<file path="config.mk">
export PLATFORM = sky130hd
export DESIGN_NAME = lfsr_rng_arbiter
export DESIGN_NICKNAME = d
export VERILOG_FILES = /design/src/rtl/lfsr_rng_arbiter.sv
export SDC_FILE = /design/constraint.sdc
export NUM_CORES = 1
export LEC_CHECK = 0
export ABC_AREA = 1
export ABC_CLOCK_PERIOD_IN_PS = 3500
export BUFFER_PORTS_ARGS = -buffer_cell sky130_fd_sc_hd__buf_2
export CAP_MARGIN = 5
export CORE_ASPECT_RATIO = 0.8
export CORE_MARGIN = 2
export CORE_UTILIZATION = 55
export CTS_BUF_LIST = sky130_fd_sc_hd__clkbuf_4 sky130_fd_sc_hd__clkbuf_8 sky130_fd_sc_hd__clkbuf_16
export DETAILED_ROUTE_END_ITERATION = 8
export GPL_TIMING_DRIVEN = 1
export PLACE_DENSITY = 0.81
export SLEW_MARGIN = 30
export SYNTH_ARGS = -nofsm -noshare
export SYNTH_HDL_FRONTEND = slang
export SYNTH_SLANG_ARGS = --single-unit
</file>
<file path="constraint.sdc">
create_clock -name clk -period 3.5 [get_ports clk]
set_input_delay 0.7 -clock clk [delete_from_list [all_inputs] [get_ports clk]]
set_output_delay 0.7 -clock clk [all_outputs]
set_load 0.01 [all_outputs]
</file>
<file path="src/rtl/lfsr_rng_arbiter.sv">
`default_nettype none
//==============================================================================
// Module   : lfsr_rng_arbiter
// Purpose  : Round-robin arbiter that hands out bytes from an external 8-bit LFSR,
//            sequencing the LFSR seed load and warm-up before granting.
// Options  : RNG_ARB_ZERO_GUARD_EN - replace zero seeds and reseed on a zero LFSR state
// Revision : 1.0 - initial release
//==============================================================================
module lfsr_rng_arbiter #(
  parameter int         NREQ         = 4,
  parameter int         LOAD_CYCLES  = 2,
  parameter int         WARM_CYCLES  = 4,
  parameter logic [7:0] SEED_DEFAULT = 8'h88
) (
  input  logic            clk,
  input  logic            rst,
  input  logic [NREQ-1:0] req,
  output logic [NREQ-1:0] gnt,
  output logic [7:0]      rnd_data,
  output logic            rnd_valid,
  input  logic            seed_wr,
  input  logic [7:0]      seed_in,
  output logic            busy,
  output logic            lfsr_rst_n,
  output logic            lfsr_load,
  output logic [7:0]      lfsr_seed,
  input  logic [7:0]      lfsr_q
);

  localparam int         c_PW        = (NREQ > 1) ? $clog2(NREQ) : 1;
  localparam logic [3:0] c_LOAD_LAST = 4'(LOAD_CYCLES - 1);
  localparam logic [3:0] c_WARM_LAST = 4'((WARM_CYCLES > 0) ? (WARM_CYCLES - 1) : 0);

  typedef enum logic [1:0] {
    S_IDLE    = 2'd0,
    S_SEEDING = 2'd1,
    S_WARMUP  = 2'd2,
    S_READY   = 2'd3
  } state_t;

  state_t            r_state;
  logic [3:0]        r_cnt;
  logic [7:0]        r_seed;
  logic [c_PW-1:0]   r_ptr;
  logic [NREQ-1:0]   r_gnt;
  logic [7:0]        r_rnd_data;
  logic              r_rnd_valid;
  logic              r_busy;
  logic              r_lfsr_rst_n;
  logic              r_lfsr_load;
  logic [7:0]        r_lfsr_seed;

  logic [7:0]        w_seed_g;
  logic              w_zero_kill;
  logic [7:0]        w_reseed_val;
  logic [c_PW-1:0]   w_scan;
  logic [c_PW-1:0]   w_idx;
  logic [c_PW-1:0]   w_next_ptr;
  logic              w_hit;

`ifdef RNG_ARB_ZERO_GUARD_EN
  assign w_seed_g    = (seed_in == 8'h00) ? SEED_DEFAULT : seed_in;
  assign w_zero_kill = (lfsr_q == 8'h00);
`else
  assign w_seed_g    = seed_in;
  assign w_zero_kill = 1'b0;
`endif

  assign w_reseed_val = seed_wr ? w_seed_g : SEED_DEFAULT;

  // Scan downwards so the requester closest after the pointer wins.
  always_comb begin
    w_idx  = '0;
    w_hit  = 1'b0;
    w_scan = '0;
    for (int k = NREQ - 1; k >= 0; k--) begin
      w_scan = c_PW'((int'(r_ptr) + k) % NREQ);
      if (req[w_scan]) begin
        w_idx = w_scan;
        w_hit = 1'b1;
      end
    end
  end

  assign w_next_ptr = (w_idx == c_PW'(NREQ - 1)) ? '0 : (w_idx + 1'b1);

  always_ff @(posedge clk) begin
    if (rst) begin
      r_state      <= S_IDLE;
      r_cnt        <= '0;
      r_seed       <= SEED_DEFAULT;
      r_ptr        <= '0;
      r_gnt        <= '0;
      r_rnd_data   <= 8'h00;
      r_rnd_valid  <= 1'b0;
      r_busy       <= 1'b1;
      r_lfsr_rst_n <= 1'b0;
      r_lfsr_load  <= 1'b0;
      r_lfsr_seed  <= SEED_DEFAULT;
    end else begin
      r_gnt       <= '0;
      r_rnd_valid <= 1'b0;
      case (r_state)
        S_IDLE: begin
          r_state      <= S_SEEDING;
          r_cnt        <= '0;
          r_busy       <= 1'b1;
          r_lfsr_rst_n <= 1'b0;
          r_lfsr_load  <= 1'b1;
          r_lfsr_seed  <= r_seed;
        end
        S_SEEDING: begin
          if (seed_wr) begin
            r_seed      <= w_seed_g;
            r_lfsr_seed <= w_seed_g;
            r_cnt       <= '0;
          end else if (r_cnt == c_LOAD_LAST) begin
            r_cnt        <= '0;
            r_lfsr_load  <= 1'b0;
            r_lfsr_rst_n <= 1'b1;
            if (WARM_CYCLES == 0) begin
              r_state <= S_READY;
              r_busy  <= 1'b0;
            end else begin
              r_state <= S_WARMUP;
            end
          end else if (r_cnt != 4'hF) begin
            r_cnt <= r_cnt + 1'b1;
          end
        end
        S_WARMUP: begin
          if (seed_wr) begin
            r_state      <= S_SEEDING;
            r_seed       <= w_seed_g;
            r_lfsr_seed  <= w_seed_g;
            r_cnt        <= '0;
            r_lfsr_load  <= 1'b1;
            r_lfsr_rst_n <= 1'b0;
          end else if (r_cnt == c_WARM_LAST) begin
            r_cnt   <= '0;
            r_state <= S_READY;
            r_busy  <= 1'b0;
          end else if (r_cnt != 4'hF) begin
            r_cnt <= r_cnt + 1'b1;
          end
        end
        S_READY: begin
          // A reseed takes priority over any request sampled in the same cycle.
          if (seed_wr || w_zero_kill) begin
            r_state      <= S_SEEDING;
            r_seed       <= w_reseed_val;
            r_lfsr_seed  <= w_reseed_val;
            r_cnt        <= '0;
            r_busy       <= 1'b1;
            r_lfsr_load  <= 1'b1;
            r_lfsr_rst_n <= 1'b0;
          end else if (w_hit) begin
            r_gnt       <= {{(NREQ-1){1'b0}}, 1'b1} << w_idx;
            r_rnd_valid <= 1'b1;
            r_rnd_data  <= lfsr_q;
            r_ptr       <= w_next_ptr;
          end
        end
        default: r_state <= S_IDLE;
      endcase
    end
  end

  assign gnt        = r_gnt;
  assign rnd_data   = r_rnd_data;
  assign rnd_valid  = r_rnd_valid;
  assign busy       = r_busy;
  assign lfsr_rst_n = r_lfsr_rst_n;
  assign lfsr_load  = r_lfsr_load;
  assign lfsr_seed  = r_lfsr_seed;

endmodule
`default_nettype wire

</file>
# Yosys cells after proc, flatten, opt, wreduce, memory -nomap -nowiden
# Cells that the tools add are included.
# W data, S select, Z words.
[op_classes]
add_sub_neg = 5
order_cmp = 4
n_eq_ne = 15
shifts = 1
muxes = 44
n_bitwise = 3
n_reduce_logical = 11
[op_table]
columns = ["cell", "count"]
rows = [
  ["$mux W4", 6],
  ["$mux W2", 10],
  ["$mux W1", 17],
  ["$pmux W4 S4", 1],
  ["$pmux W8 S2", 1],
  ["$lt A2 B3 Y1 const B", 4],
  ["$ne A2 B2 Y1 const B", 5],
  ["$pmux W1 S3", 3],
  ["$bmux W1 S2", 4],
  ["$mux W8", 1],
  ["$pmux W2 S4", 1],
  ["$reduce_and A4 Y1", 2],
  ["$eq A2 B2 Y1 const B", 3],
  ["$reduce_and A3 Y1", 2],
  ["$reduce_or A3 Y1", 2],
  ["$add A2 B1 Y2 const B", 2],
  ["$add A2 B2 Y2 const B", 2],
  ["$add A4 B1 Y4 const B", 1],
  ["$eq A4 B1 Y1 const B", 1],
  ["$eq A4 B2 Y1 const B", 1],
  ["$ne A2 B1 Y1 const B", 2],
  ["$ne A4 B4 Y1 const B", 1],
  ["$reduce_or A4 Y1", 1],
  ["$shl A1 B2 Y4 const A", 1],
  ["7 further kinds", 9],
]
[totals]
register_bits = 40
input_bits = 23
elab_cells = 94

# Logic depth before layout (Yosys ltp)
# Gate-level depths: netlist of run 1.
[logic_depth]
word_depth = 9
mapped_depth = 14
mapped_depth_nobuf = 13

# Least setup slack after synthesis of run 1
# No wires, ideal clock.
[synth_timing]
path_type = "input to register"
start = "input req[1]"
end = "register r_ptr[1]"
arrival_time_ns = 1.770
t_required_ns = 3.386
slack_ns = 1.616
cell_stages = 11
path_buffers = 0
cell_sequence = "inv_1 nand2_1 nand3_1 nand2_1 inv_1 nand3_1 nand2_1 inv_1 ha_1 o21ai_2 nor2_2"
[synth_via]
elab_chain_cells = 8
[synth_rtl]
columns = ["element", "line", "source"]
rows = [
  ["start, declared", "17", "input logic [NREQ-1:0] req,"],
  ["$bmux W1 S2", "78", "if (req[w_scan]) begin"],
  ["$mux W1 (not written as such)", "78", ""],
  ["$mux W2 (3 in series)", "78", ""],
  ["$mux W2 *", "78", ""],
  ["named net w_idx[0]", "57", "logic [c_PW-1:0] w_idx;"],
  ["$add A2 B1 Y2 or $eq A2 B2 Y1 (tied branches)", "85", "assign w_next_ptr = (w_idx == c_PW'(NREQ - 1)) ? '0 : (w_idx + 1'b1);"],
  ["$mux W2 *", "85", ""],
  ["named net w_next_ptr[1]", "58", "logic [c_PW-1:0] w_next_ptr;"],
  ["end signal, assigned", "161", "r_ptr <= w_next_ptr;"],
  ["end, declared", "44", "logic [c_PW-1:0] r_ptr;"],
]
# Mark *: on every way through the listed nets, which the timed path passes. The rest lies on a longest branch. The select of a mux whose other input is x is not followed.
# A chain may end at the register's enable or synchronous reset.

# Worst setup path in the final report of run 1
[layout_timing]
start = "register r_ptr[0]"
end = "register r_ptr[1]"
[layout_via]
elab_chain_cells = 9
[layout_rtl]
columns = ["element", "line", "source"]
rows = [
  ["$add A2 B2 Y2", "77", "w_scan = c_PW'((int'(r_ptr) + k) % NREQ);"],
  ["$bmux W1 S2", "78", ""],
  ["$mux W1 (not written as such)", "78", ""],
  ["$mux W2 (3 in series)", "78", ""],
  ["$mux W2 *", "78", ""],
  ["$add A2 B1 Y2 or $eq A2 B2 Y1 (tied branches)", "85", ""],
  ["$mux W2 *", "85", ""],
  ["named net w_next_ptr[1]", "58", ""],
]
# Marks and branches as above.

==> flow_summary_export.csv, run 1 <==
group,metric,value,unit
power_and_ir_drop,p_leak,1.20,nW
finish,post_route_cells_drive_above_1_share,0.291,
hold_path,hp-class,"reg2reg",
clock_network,ctsLongestPathBuffers,2,
setup_path,slowest_stage,"dfxtp_1",
setup_path,path_cells,"inv_8, nand2_1, nand2_2, nand2_2, nand3_2, o21ai_1, nand2_1, nand2_1, inv_1, ha_1, o21ai_2, nor2_2",
detailed_routing,vias,1867,
setup_path,reg2reg_to,"r_ptr[1]",
clock_network,numCtsBuffers,5,
detailed_routing,drc,0,
setup_path,r2r-start,"r_ptr[0]",
synth,synth.cells.most_frequent,"61 x nand2_1, 40 x dfxtp_1, 36 x inv_1",
finish,fin_area,2390,µm²
detailed_routing,first_iter_violations,112,
sta,rsz0062_at_grt,"false",
clock_network,clk_root_buffer_cell,"clkbuf_8",
sta,final.setup_skew,0.00441,ns
setup_path,critPathMaxStageDelay,0.62,ns
setup_path,crit_family,"flip-flops",
floorplan,fp.coreArea,3520,µm²
floorplan,dieArea,4270,µm²
placed_design,hpwl,3050,µm
synth,synth_top_area_share,0.387,
global_route,antenna_found_initial,0,
placed_design,finalWeightedCongestion,0.900,
synth,synth-async-reset-ratio,0,
synth,yosysMostFrequentCell,"nand2_1",
floorplan,num_rows,19,
synth,synthTopCellsByArea,"dfxtp_1 39%, nand2_1 11%, nand3_1 7.7%",
clock_network,h-tree-depth,2,
clock_network,cts_tree,"built",
finish,n_antenna_cell,0,
setup_path,end_kind,"flip-flop",
clock_network,clk_pin_slew,0.08,ns
setup_path,cp-start-kind,"flip-flop",
finish,final_nets,357,
clock_network,cts_setup_buffers,0,
setup_path,worstSetupStartpoint,"r_ptr[0]",
setup_path,path_buf_inv,2,
synth,synth_cells,281,
power_and_ir_drop,irDropWorstVdd,0.000421,V
synth,yosys_warnings,0,
global_route,grt_pass1_wl,7310,µm
synth,syn_area,2070,µm²
global_route,grt_max_degree,23,
sta,tns,0,ns
setup_path,crit_fanout,9,
placed_design,port_buffers,46,
detailed_routing,drt_first_pass_iters,4,
setup_path,cp_common_cell,"nand2_1",
detailed_routing,viasPerCell,5.06,
floorplan,die_x,72.5,µm
setup_path,path_depth,12,
global_route,overflow,0,
finish,final_core_util,0.679,
global_route,grt.total_usage,0.222,
sta,hold_viol_final,0,
synth,syn_nets,312,
floorplan,start_util,0.587,
global_route,grt_pass1_vias,1728,
synth,synth_edf_count,0,
setup_path,rrSetupSlack,1.53,ns
floorplan,die_h,58.8,µm
synth,synth_top_area_cell,"dfxtp_1",
synth,synth_seq_area_share,0.387,
synth,ys.flop_type,"dfxtp_1",
sta,setup_viol,0,
detailed_routing,drtAntennaViolNets,0,
setup_path,cp-endpoint,"r_ptr[1]",
synth,synthDistinctLibCells,27,
sta,relSlewSlack,0.561,
sta,period_minus_slack,1.97,ns
clock_network,cts_resized,0,
sta,timing.fmax,507,MHz
hold_path,holdPathStages,2,
detailed_routing,wire_per_inst,11.3,µm
job,maxCapViolCount,0,
sta,tightest_slew,0.656,ns
run_status,outcome,"complete, no violations",
clock_network,cts.sinks,40,
clock_network,clock_latency,0.29,ns
finish,n_fill_cell,291,
synth,ys_ff_latch,40,
setup_path,r2r_cells,12,
sta,report.final.slew_viol_count,0,
synth,synth.avg_cell_area,7.36,µm²
clock_network,cts_hold_buf,0,
setup_path,required,3.69,ns
detailed_routing,wl,4190,µm
setup_path,worstPathArrival,2.16,ns
sta,finalCritPeriodShare,0.564,
setup_path,crit_type,"reg2reg",
floorplan,io_pins,47,
placed_design,placed_area,2280,µm²
power_and_ir_drop,power_density,620,nW/µm²
finish,areaGrowthSynthToFinish,15.6,%
area by class of cell:
class / count / area (µm²) / share of cell area
multi-input combinational: 191 / 1020 / 0.429
sequential: 40 / 801 / 0.335
tap: 42 / 52.6 / 0.0220
clock inverter: 2 / 35.0 / 0.0147
timing repair buffer: 47 / 238 / 0.0995
clock buffer: 6 / 76.3 / 0.0320
inverter: 41 / 161 / 0.0676
worst min-delay path by stage:
stage	end	from	slack, ns
6_report	lfsr_rst_n	lfsr_rst_n	0.45
5_1_grt	lfsr_load	lfsr_load	0.49
4_1_cts	lfsr_rst_n	lfsr_rst_n	0.45
3_5_place_dp	lfsr_rst_n	lfsr_rst_n	0.44
3_3_place_gp	lfsr_rst_n	lfsr_rst_n	0.43
2_1_floorplan	r_seed[0]	r_seed[0]	0.44
placed cells by master, fill, tap and decap left out:
| cell type | n |
|---|---|
| o21ai_2 | 11 |
| nor2_2 | 9 |
| clkinv_2 | 1 |
| ha_1 | 8 |
| nand2_4 | 2 |
| nand3_1 | 32 |
| a21oi_2 | 2 |
| clkbuf_4 | 1 |
| nand2_2 | 9 |
| nand4_1 | 1 |
| buf_4 | 1 |
| o211ai_1 | 3 |
| o21ai_1 | 2 |
| nand2_1 | 61 |
| inv_1 | 36 |
| inv_2 | 3 |
| buf_2 | 46 |
| nand3_2 | 1 |
| o21ai_0 | 8 |
| nor2_4 | 2 |
| bufinv_16 | 1 |
| dfxtp_1 | 40 |
| nor2_1 | 20 |
| inv_8 | 1 |
| nor3_1 | 1 |
| a21oi_1 | 19 |
| clkbuf_8 | 5 |
| clkinv_1 | 1 |
where the power goes:
group          switching [W]  leakage [nW]  internal [W]  total, W
combinational       0.000352         0.813      0.000180  0.000532
clock               0.000155        0.0586      0.000219  0.000374
sequential         0.0000452         0.326      0.000528  0.000574
total               0.000552          1.20      0.000928   0.00148
metal layers:
metal | GRT usage | up-vias | share of wire
met1 | 0.299 | 802 | 0.51
li1 | - | 980 | -
met5 | 0 | - | 0
met3 | 0.0599 | 9 | 0.064
met2 | 0.340 | 76 | 0.41
met4 | 0.0899 | 0 | 0.018
logic make-up (layout without fill, tap and decap cells):
logic type               after synthesis  after routing  share of synthesized area
AND/OR/NAND/NOR                      138            138                      0.311
buffers and inverters                 50             96                      0.117
AO/OA/AOI/OAI                         45             45                      0.136
flip-flops                            40             40                      0.387
adder cells (fa/ha/maj)                8              8                     0.0484
through the flow:
stage | hold slack, ns | total power, W | instances | setup WS, ns
global route | 0.489 | 0.00159 | 369 | 1.32
detailed placement | 0.438 | 0.00111 | 361 | 1.36
floorplan | 0.441 | 0.000979 | 281 | 1.62
CTS | 0.449 | 0.00148 | 369 | 1.52
finish | 0.445 | 0.00148 | 369 | 1.53
global placement | 0.435 | 0.00110 | 361 | 1.37
registers in the layout (all words and copies together) (netlist names):
signal / count
r_cnt: 4
gnt: 4
lfsr_rst_n: 1
rnd_valid: 1
lfsr_seed: 8
r_state: 2
busy: 1
r_seed: 8
lfsr_load: 1
rnd_data: 8
r_ptr: 2
worst reg2reg max path: stages, from the launching register on:
cell,delay (ns)
dfxtp_1,0.62
inv_8,0.08
nand2_1,0.09
nand2_2,0.06
nand2_2,0.09
nand3_2,0.08
o21ai_1,0.13
nand2_1,0.08
nand2_1,0.10
inv_1,0.05
ha_1,0.30
o21ai_2,0.16
nor2_2,0.04
(Power assumes the default switching activity.)
==> run 2: changes to the inputs <==
--- a/config.mk
+++ b/config.mk
@@ -5,17 +5,17 @@
 export SDC_FILE = /design/constraint.sdc
 export NUM_CORES = 1
 export LEC_CHECK = 0
-export ABC_AREA = 1
-export ABC_CLOCK_PERIOD_IN_PS = 3500
+export ABC_AREA = 0
+export ABC_CLOCK_PERIOD_IN_PS = 1800
 export BUFFER_PORTS_ARGS = -buffer_cell sky130_fd_sc_hd__buf_2
 export CAP_MARGIN = 5
 export CORE_ASPECT_RATIO = 0.8
 export CORE_MARGIN = 2
-export CORE_UTILIZATION = 55
+export CORE_UTILIZATION = 47
 export CTS_BUF_LIST = sky130_fd_sc_hd__clkbuf_4 sky130_fd_sc_hd__clkbuf_8 sky130_fd_sc_hd__clkbuf_16
 export DETAILED_ROUTE_END_ITERATION = 8
 export GPL_TIMING_DRIVEN = 1
-export PLACE_DENSITY = 0.81
+export PLACE_DENSITY = 0.75
 export SLEW_MARGIN = 30
 export SYNTH_ARGS = -nofsm -noshare
 export SYNTH_HDL_FRONTEND = slang
==> constraint.sdc (replaced) <==
create_clock -name clk -period 1.8 [get_ports clk]
set_input_delay 0.36 -clock clk [delete_from_list [all_inputs] [get_ports clk]]
set_output_delay 0.36 -clock clk [all_outputs]
set_load 0.01 [all_outputs]
==> run 2 against run 1 <==
  * Synthesized area is 13% lower
  * Worst hold slack worse by 0.14 ns
  * Sequential power is 81% higher
  * Largest cell class unchanged
  * Highest routed layer unchanged
==> flow_summary_export.csv, run 2 <==
group,metric,value,unit
run_status,outcome,"complete, no violations",
synth,synthAdderAreaFrac,0.0558,
setup_path,slowest_stage,"or4b_4",
setup_path,rrSetupSlack,0.10,ns
synth,synthMuxAreaShare,0.0628,
synth,synth_compound_area_frac,0.169,
clock_network,cts_tree,"built",
synth,synthDistinctLibCells,36,
detailed_routing,wl,3760,µm
placed_design,finalWeightedCongestion,0.815,
synth,synthTopCellsByArea,"dfxtp_1 45%, a21oi_1 7.5%, nand2_1 7.1%",
sta,tns,0,ns
setup_path,required,2.00,ns
finish,areaGrowthSynthToFinish,24.5,%
sta,setup_viol,0,
detailed_routing,drt_first_pass_iters,4,
floorplan,dieArea,4330,µm²
detailed_routing,viasPerCell,5.17,
setup_path,crit_fanout,4,
synth,synth_top_family_by_area,"simple AND/OR/NAND/NOR gates",
sta,period_minus_slack,1.70,ns
finish,n_antenna_cell,0,
synth,synthXorXnorAreaFrac,0.00488,
power_and_ir_drop,irDropWorstVdd,0.000697,V
job,maxCapViolCount,0,
global_route,grt_pass1_vias,1379,
clock_network,ctsLongestPathBuffers,2,
detailed_routing,first_iter_violations,65,
synth,synth_seq_area_share,0.446,
finish,post_route_cells_drive_above_1_share,0.290,
setup_path,end_kind,"flip-flop",
synth,synth.avg_cell_area,8.63,µm²
floorplan,num_rows,20,
hold_path,hp-class,"in2reg",
setup_path,worstPathArrival,1.90,ns
global_route,antenna_found_initial,0,
finish,final_cells,306,
sta,tightest_slew,0.632,ns
clock_network,clk_pin_slew,0.07,ns
placed_design,port_buffers,46,
clock_network,clock_latency,0.29,ns
clock_network,cts_hold_buf,0,
finish,n_fill_cell,328,
synth,ys_ff_latch,40,
sta,final.setup_skew,0.00340,ns
global_route,grt_max_degree,21,
floorplan,die_h,59.3,µm
setup_path,crit_type,"reg2reg",
synth,synth_edf_count,0,
detailed_routing,wire_per_inst,12.3,µm
clock_network,clk_root_buffer_cell,"clkbuf_8",
floorplan,start_util,0.481,
detailed_routing,drtAntennaViolNets,0,
floorplan,fp.coreArea,3730,µm²
global_route,grt.total_usage,0.184,
sta,relSlewSlack,0.577,
sta,timing.fmax,590,MHz
power_and_ir_drop,power_density,1060,nW/µm²
finish,multi_input_area,922,µm²
global_route,overflow,0,
placed_design,dp_cells,298,
detailed_routing,drc,0,
synth,synth-simple-area-share,0.220,
setup_path,crit_family,"simple AND/OR/NAND/NOR gates",
synth,syn_nets,239,
sta,finalCritPeriodShare,0.942,
synth,synth_top_area_share,0.446,
sta,hold_viol_final,0,
sta,report.final.slew_viol_count,0,
setup_path,path_buf_inv,1,
clock_network,numCtsBuffers,5,
synth,synth-async-reset-ratio,0,
synth,synth_cells,208,
setup_path,path_cells,"inv_1, ha_2, or4b_4, a221oi_4, nor2_1, a211oi_1",
synth,yosys_warnings,0,
finish,register_area,806,µm²
setup_path,critPathMaxStageDelay,0.49,ns
finish,final_nets,292,
placed_design,hpwl,2790,µm
sta,rsz0062_at_grt,"true",
setup_path,cp-start-kind,"flip-flop",
global_route,grt_pass1_wl,6180,µm
clock_network,cts.sinks,40,
synth,synth_top_area_cell,"dfxtp_1",
finish,mostFrequentLayoutCell,"buf_2",
clock_network,h-tree-depth,2,
synth,yosysMostFrequentCell,"dfxtp_1",
synth,syn_area,1790,µm²
power_and_ir_drop,p_leak,0.985,nW
synth,synth.cells.most_frequent,"40 x dfxtp_1, 34 x nand2_1, 27 x a21oi_1",
floorplan,io_pins,47,
floorplan,die_x,73.1,µm
finish,final_cell_mix,"46 x buf_2, 36 x dfxtp_1, 34 x nand2_1",
synth,ys.flop_type,"dfxtp_1",
detailed_routing,vias,1583,
run 2: final cells by class:
class                           instances  area share
Timing Repair Buffer                   56       0.137
Multi-Input combinational cell        149       0.413
Tap cell                               44      0.0246
Inverter                                9      0.0151
Sequential cell                        40       0.361
Clock buffer                            6      0.0342
Clock inverter                          2      0.0157
run 2: cell families (layout without fill, tap and decap cells):
kind of cell,count (synthesis),count (layout)
flops,40,40
fa+ha+maj,8,8
simple gates,84,84
mux,11,11
xor+xnor,1,1
buf+inv,19,73
compound gates,45,45
run 2: worst paths after layout:
check | start | endpoint | cells after the start
max | r_cnt[1] | r_state[0] | 6
min | seed_in[7] | r_seed[7] | 3
max reg2reg | r_cnt[1] | r_state[0] | 6
min reg2reg | rnd_data[0] | rnd_data[0] | 2
run 2: repair_timing:
action / in CTS / in global routing
endpoints found under the setup margin: 0 / 5
setup buffers: 0 / 0
resized for setup: 0 / 5
run 2: stage by stage:
stage / utilization / instance area [µm²] / setup WS (ns) / total power (W) / hold WS (ns)
4_1_cts: 0.597 / 2230 / 0.0582 / 0.00239 / 0.298
3_3_place_gp: 0.567 / 2110 / 0.0890 / 0.00165 / 0.441
3_5_place_dp: 0.567 / 2110 / 0.0767 / 0.00167 / 0.445
5_1_grt: 0.599 / 2230 / -0.0263 / 0.00252 / 0.299
6_report: 0.599 / 2230 / 0.104 / 0.00237 / 0.304
2_1_floorplan: - / 1790 / 0.163 / 0.00147 / 0.437
run 2: worst register-to-register path, delay by kind of cell, from the launching register on:
kind	cells	cell delay [ns]
AO/OA/AOI/OAI	2	0.49
adder cells (fa/ha/maj)	1	0.17
AND/OR/NAND/NOR	2	0.56
buffers and inverters	1	0.06
flip-flops	1	0.34
run 2: layer usage:
metal,global-route usage,vias to the layer above,wire [µm]
li1,-,816,-
met1,0.248,709,1860
met2,0.287,51,1630
met3,0.0476,7,223
met4,0.0661,0,44
met5,0,-,0
run 2: where the power goes:
part	switching, W	internal (W)
clock network	0.000295	0.000426
logic	0.000336	0.000277
registers	0.0000588	0.000978
==> run 3: changes to the inputs <==
--- a/config.mk
+++ b/config.mk
@@ -9,13 +9,15 @@
 export ABC_CLOCK_PERIOD_IN_PS = 1800
 export BUFFER_PORTS_ARGS = -buffer_cell sky130_fd_sc_hd__buf_2
 export CAP_MARGIN = 5
+export CELL_PAD_IN_SITES_DETAIL_PLACEMENT = 1
+export CELL_PAD_IN_SITES_GLOBAL_PLACEMENT = 1
 export CORE_ASPECT_RATIO = 0.8
 export CORE_MARGIN = 2
-export CORE_UTILIZATION = 47
+export CORE_UTILIZATION = 34
 export CTS_BUF_LIST = sky130_fd_sc_hd__clkbuf_4 sky130_fd_sc_hd__clkbuf_8 sky130_fd_sc_hd__clkbuf_16
 export DETAILED_ROUTE_END_ITERATION = 8
 export GPL_TIMING_DRIVEN = 1
-export PLACE_DENSITY = 0.75
+export PLACE_DENSITY = 0.74
 export SLEW_MARGIN = 30
 export SYNTH_ARGS = -nofsm -noshare
 export SYNTH_HDL_FRONTEND = slang
==> run 3 against run 2 <==
  * Combinational power up 3%
  * Via count rose by 0.95%
  * Routed wire length grew 13%
  * Final cell count increased by 6.2%
  * Clock power increased by 2.8%
  * Clock-buffer cell count unchanged
  * Die area grew 36%
  * Critical path type unchanged
==> flow_summary_export.csv, run 3 (synthesis gave the netlist of run 2 again) <==
group,metric,value,unit
sta,hold_viol_final,0,
setup_path,rrSetupSlack,0.10,ns
finish,final_nets,293,
floorplan,io_pins,47,
clock_network,cts_hold_buf,0,
finish,mostFrequentLayoutCell,"buf_2",
finish,n_fill_cell,622,
sta,setup_ws,0.105,ns
placed_design,post-place-ws,0.0476,ns
detailed_routing,first_iter_violations,47,
placed_design,port_buffers,46,
detailed_routing,drtAntennaViolNets,0,
sta,timing.fmax,590,MHz
setup_path,path_cells,"ha_1, or3b_4, a221oi_4, nor2_1, a211oi_1",
run_status,outcome,"complete, no violations",
hold_path,whs_endpoint,"r_seed[3]",
hold_path,min_from,"seed_in[3]",
global_route,grt.total_usage,0.160,
setup_path,crit_type,"reg2reg",
floorplan,fp.coreArea,5040,µm²
setup_path,r2r-start,"r_cnt[1]",
global_route,overflow,0,
setup_path,crit_family,"compound AO/OA/AOI/OAI gates",
placed_design,hpwl,3170,µm
power_and_ir_drop,power,0.00241,W
hold_path,hp-class,"in2reg",
setup_path,path_buf_inv,0,
setup_path,slowest_stage,"or3b_4",
clock_network,numCtsBuffers,5,
floorplan,die_x,85.2,µm
floorplan,start_util,0.356,
finish,n_antenna_cell,0,
global_route,antenna_found_initial,0,
finish,areaGrowthSynthToFinish,26.2,%
global_route,grt_pass1_vias,1564,
setup_path,crit_fanout,4,
setup_path,cp-start-kind,"flip-flop",
floorplan,dieArea,5880,µm²
clock_network,clock_latency,0.29,ns
sta,finalCritPeriodShare,0.942,
sta,rsz0062_at_grt,"false",
finish,final_cell_mix,"46 x buf_2, 37 x dfxtp_1, 34 x nand2_1",
setup_path,reg2reg_to,"r_state[0]",
setup_path,end_kind,"flip-flop",
sta,setup_viol,0,
floorplan,die_h,69.0,µm
sta,tightest_slew,0.485,ns
power_and_ir_drop,power_density,1060,nW/µm²
global_route,grt_max_degree,29,
finish,post_route_cells_drive_above_1_share,0.293,
job,maxCapViolCount,0,
finish,register_area,805,µm²
power_and_ir_drop,irDropWorstVdd,0.000495,V
clock_network,ctsLongestPathBuffers,2,
detailed_routing,wire_per_inst,13.1,µm
setup_path,worstPathArrival,1.91,ns
detailed_routing,drc,0,
sta,tns,0,ns
clock_network,cts_tree,"built",
hold_path,holdPathStages,3,
detailed_routing,vias,1598,
power_and_ir_drop,p_leak,0.994,nW
clock_network,clk_root_buffer_cell,"clkbuf_8",
setup_path,required,2.01,ns
global_route,grt_pass1_wl,7210,µm
sta,relSlewSlack,0.674,
clock_network,h-tree-depth,2,
placed_design,placed_area,2140,µm²
setup_path,r2r_cells,5,
detailed_routing,drt_first_pass_iters,4,
clock_network,cts.sinks,40,
floorplan,num_rows,23,
sta,final.setup_skew,0.00456,ns
detailed_routing,viasPerCell,4.92,
placed_design,finalWeightedCongestion,0.792,
finish,fin_area,2260,µm²
sta,period_minus_slack,1.70,ns
setup_path,critPathMaxStageDelay,0.42,ns
sta,holdWs,0.294,ns
sta,report.final.slew_viol_count,0,
detailed_routing,wl,4260,µm
finish,multi_input_area,925,µm²
clock_network,clk_pin_slew,0.08,ns
-- run 3: final cells by class --
class	instances	area share
Clock buffer	6	0.0337
Clock inverter	2	0.0155
Inverter	9	0.0149
Multi-Input combinational cell	149	0.408
Sequential cell	40	0.355
Tap cell	62	0.0343
Timing Repair Buffer	57	0.138
-- run 3: what timing repair did --
item / in CTS / in global routing
setup buffers: 0 / 1
endpoints found under the setup margin: 0 / 9
gates resized for setup: 0 / 5
-- run 3: routing by layer --
layer  up-vias  GRT usage  wire [µm]
li1        821          -          -
met1       726      0.198       2110
met2        45      0.258       1800
met3         6     0.0500        279
met4         0     0.0714         79
met5         -          0          0
-- run 3: how the worst max path moves through the flow --
stage                      end  cells past startpoint  slack [ns]     start
global route        r_state[1]                      6        0.01  r_cnt[1]
finish              r_state[0]                      5        0.10  r_cnt[1]
CTS                 r_state[0]                      5        0.04  r_cnt[0]
global placement      r_ptr[0]                      7        0.10    req[0]
detailed placement  r_state[0]                      5        0.05  r_cnt[0]
floorplan           r_state[1]                      5        0.16  r_cnt[0]
-- run 3: worst register-to-register path, cell delays in order (launching register included) --
cell and delay [ns]:
dfxtp_1 0.38, ha_1 0.20, or3b_4 0.42, a221oi_4 0.35, nor2_1 0.07, a211oi_1 0.20
-- run 3: stage by stage --
stage / std cells / util
2_1_floorplan: 208 / -
3_3_place_gp: 316 / 0.424
3_5_place_dp: 316 / 0.424
4_1_cts: 324 / 0.446
5_1_grt: 325 / 0.450
6_report: 325 / 0.450
-- run 3: power breakdown --
group	switching, W	internal (W)	total [W]	leakage [nW]
Combinational	0.000344	0.000289	0.000633	0.609
Sequential	0.0000567	0.000977	0.00103	0.326
Clock	0.000315	0.000427	0.000741	0.0586
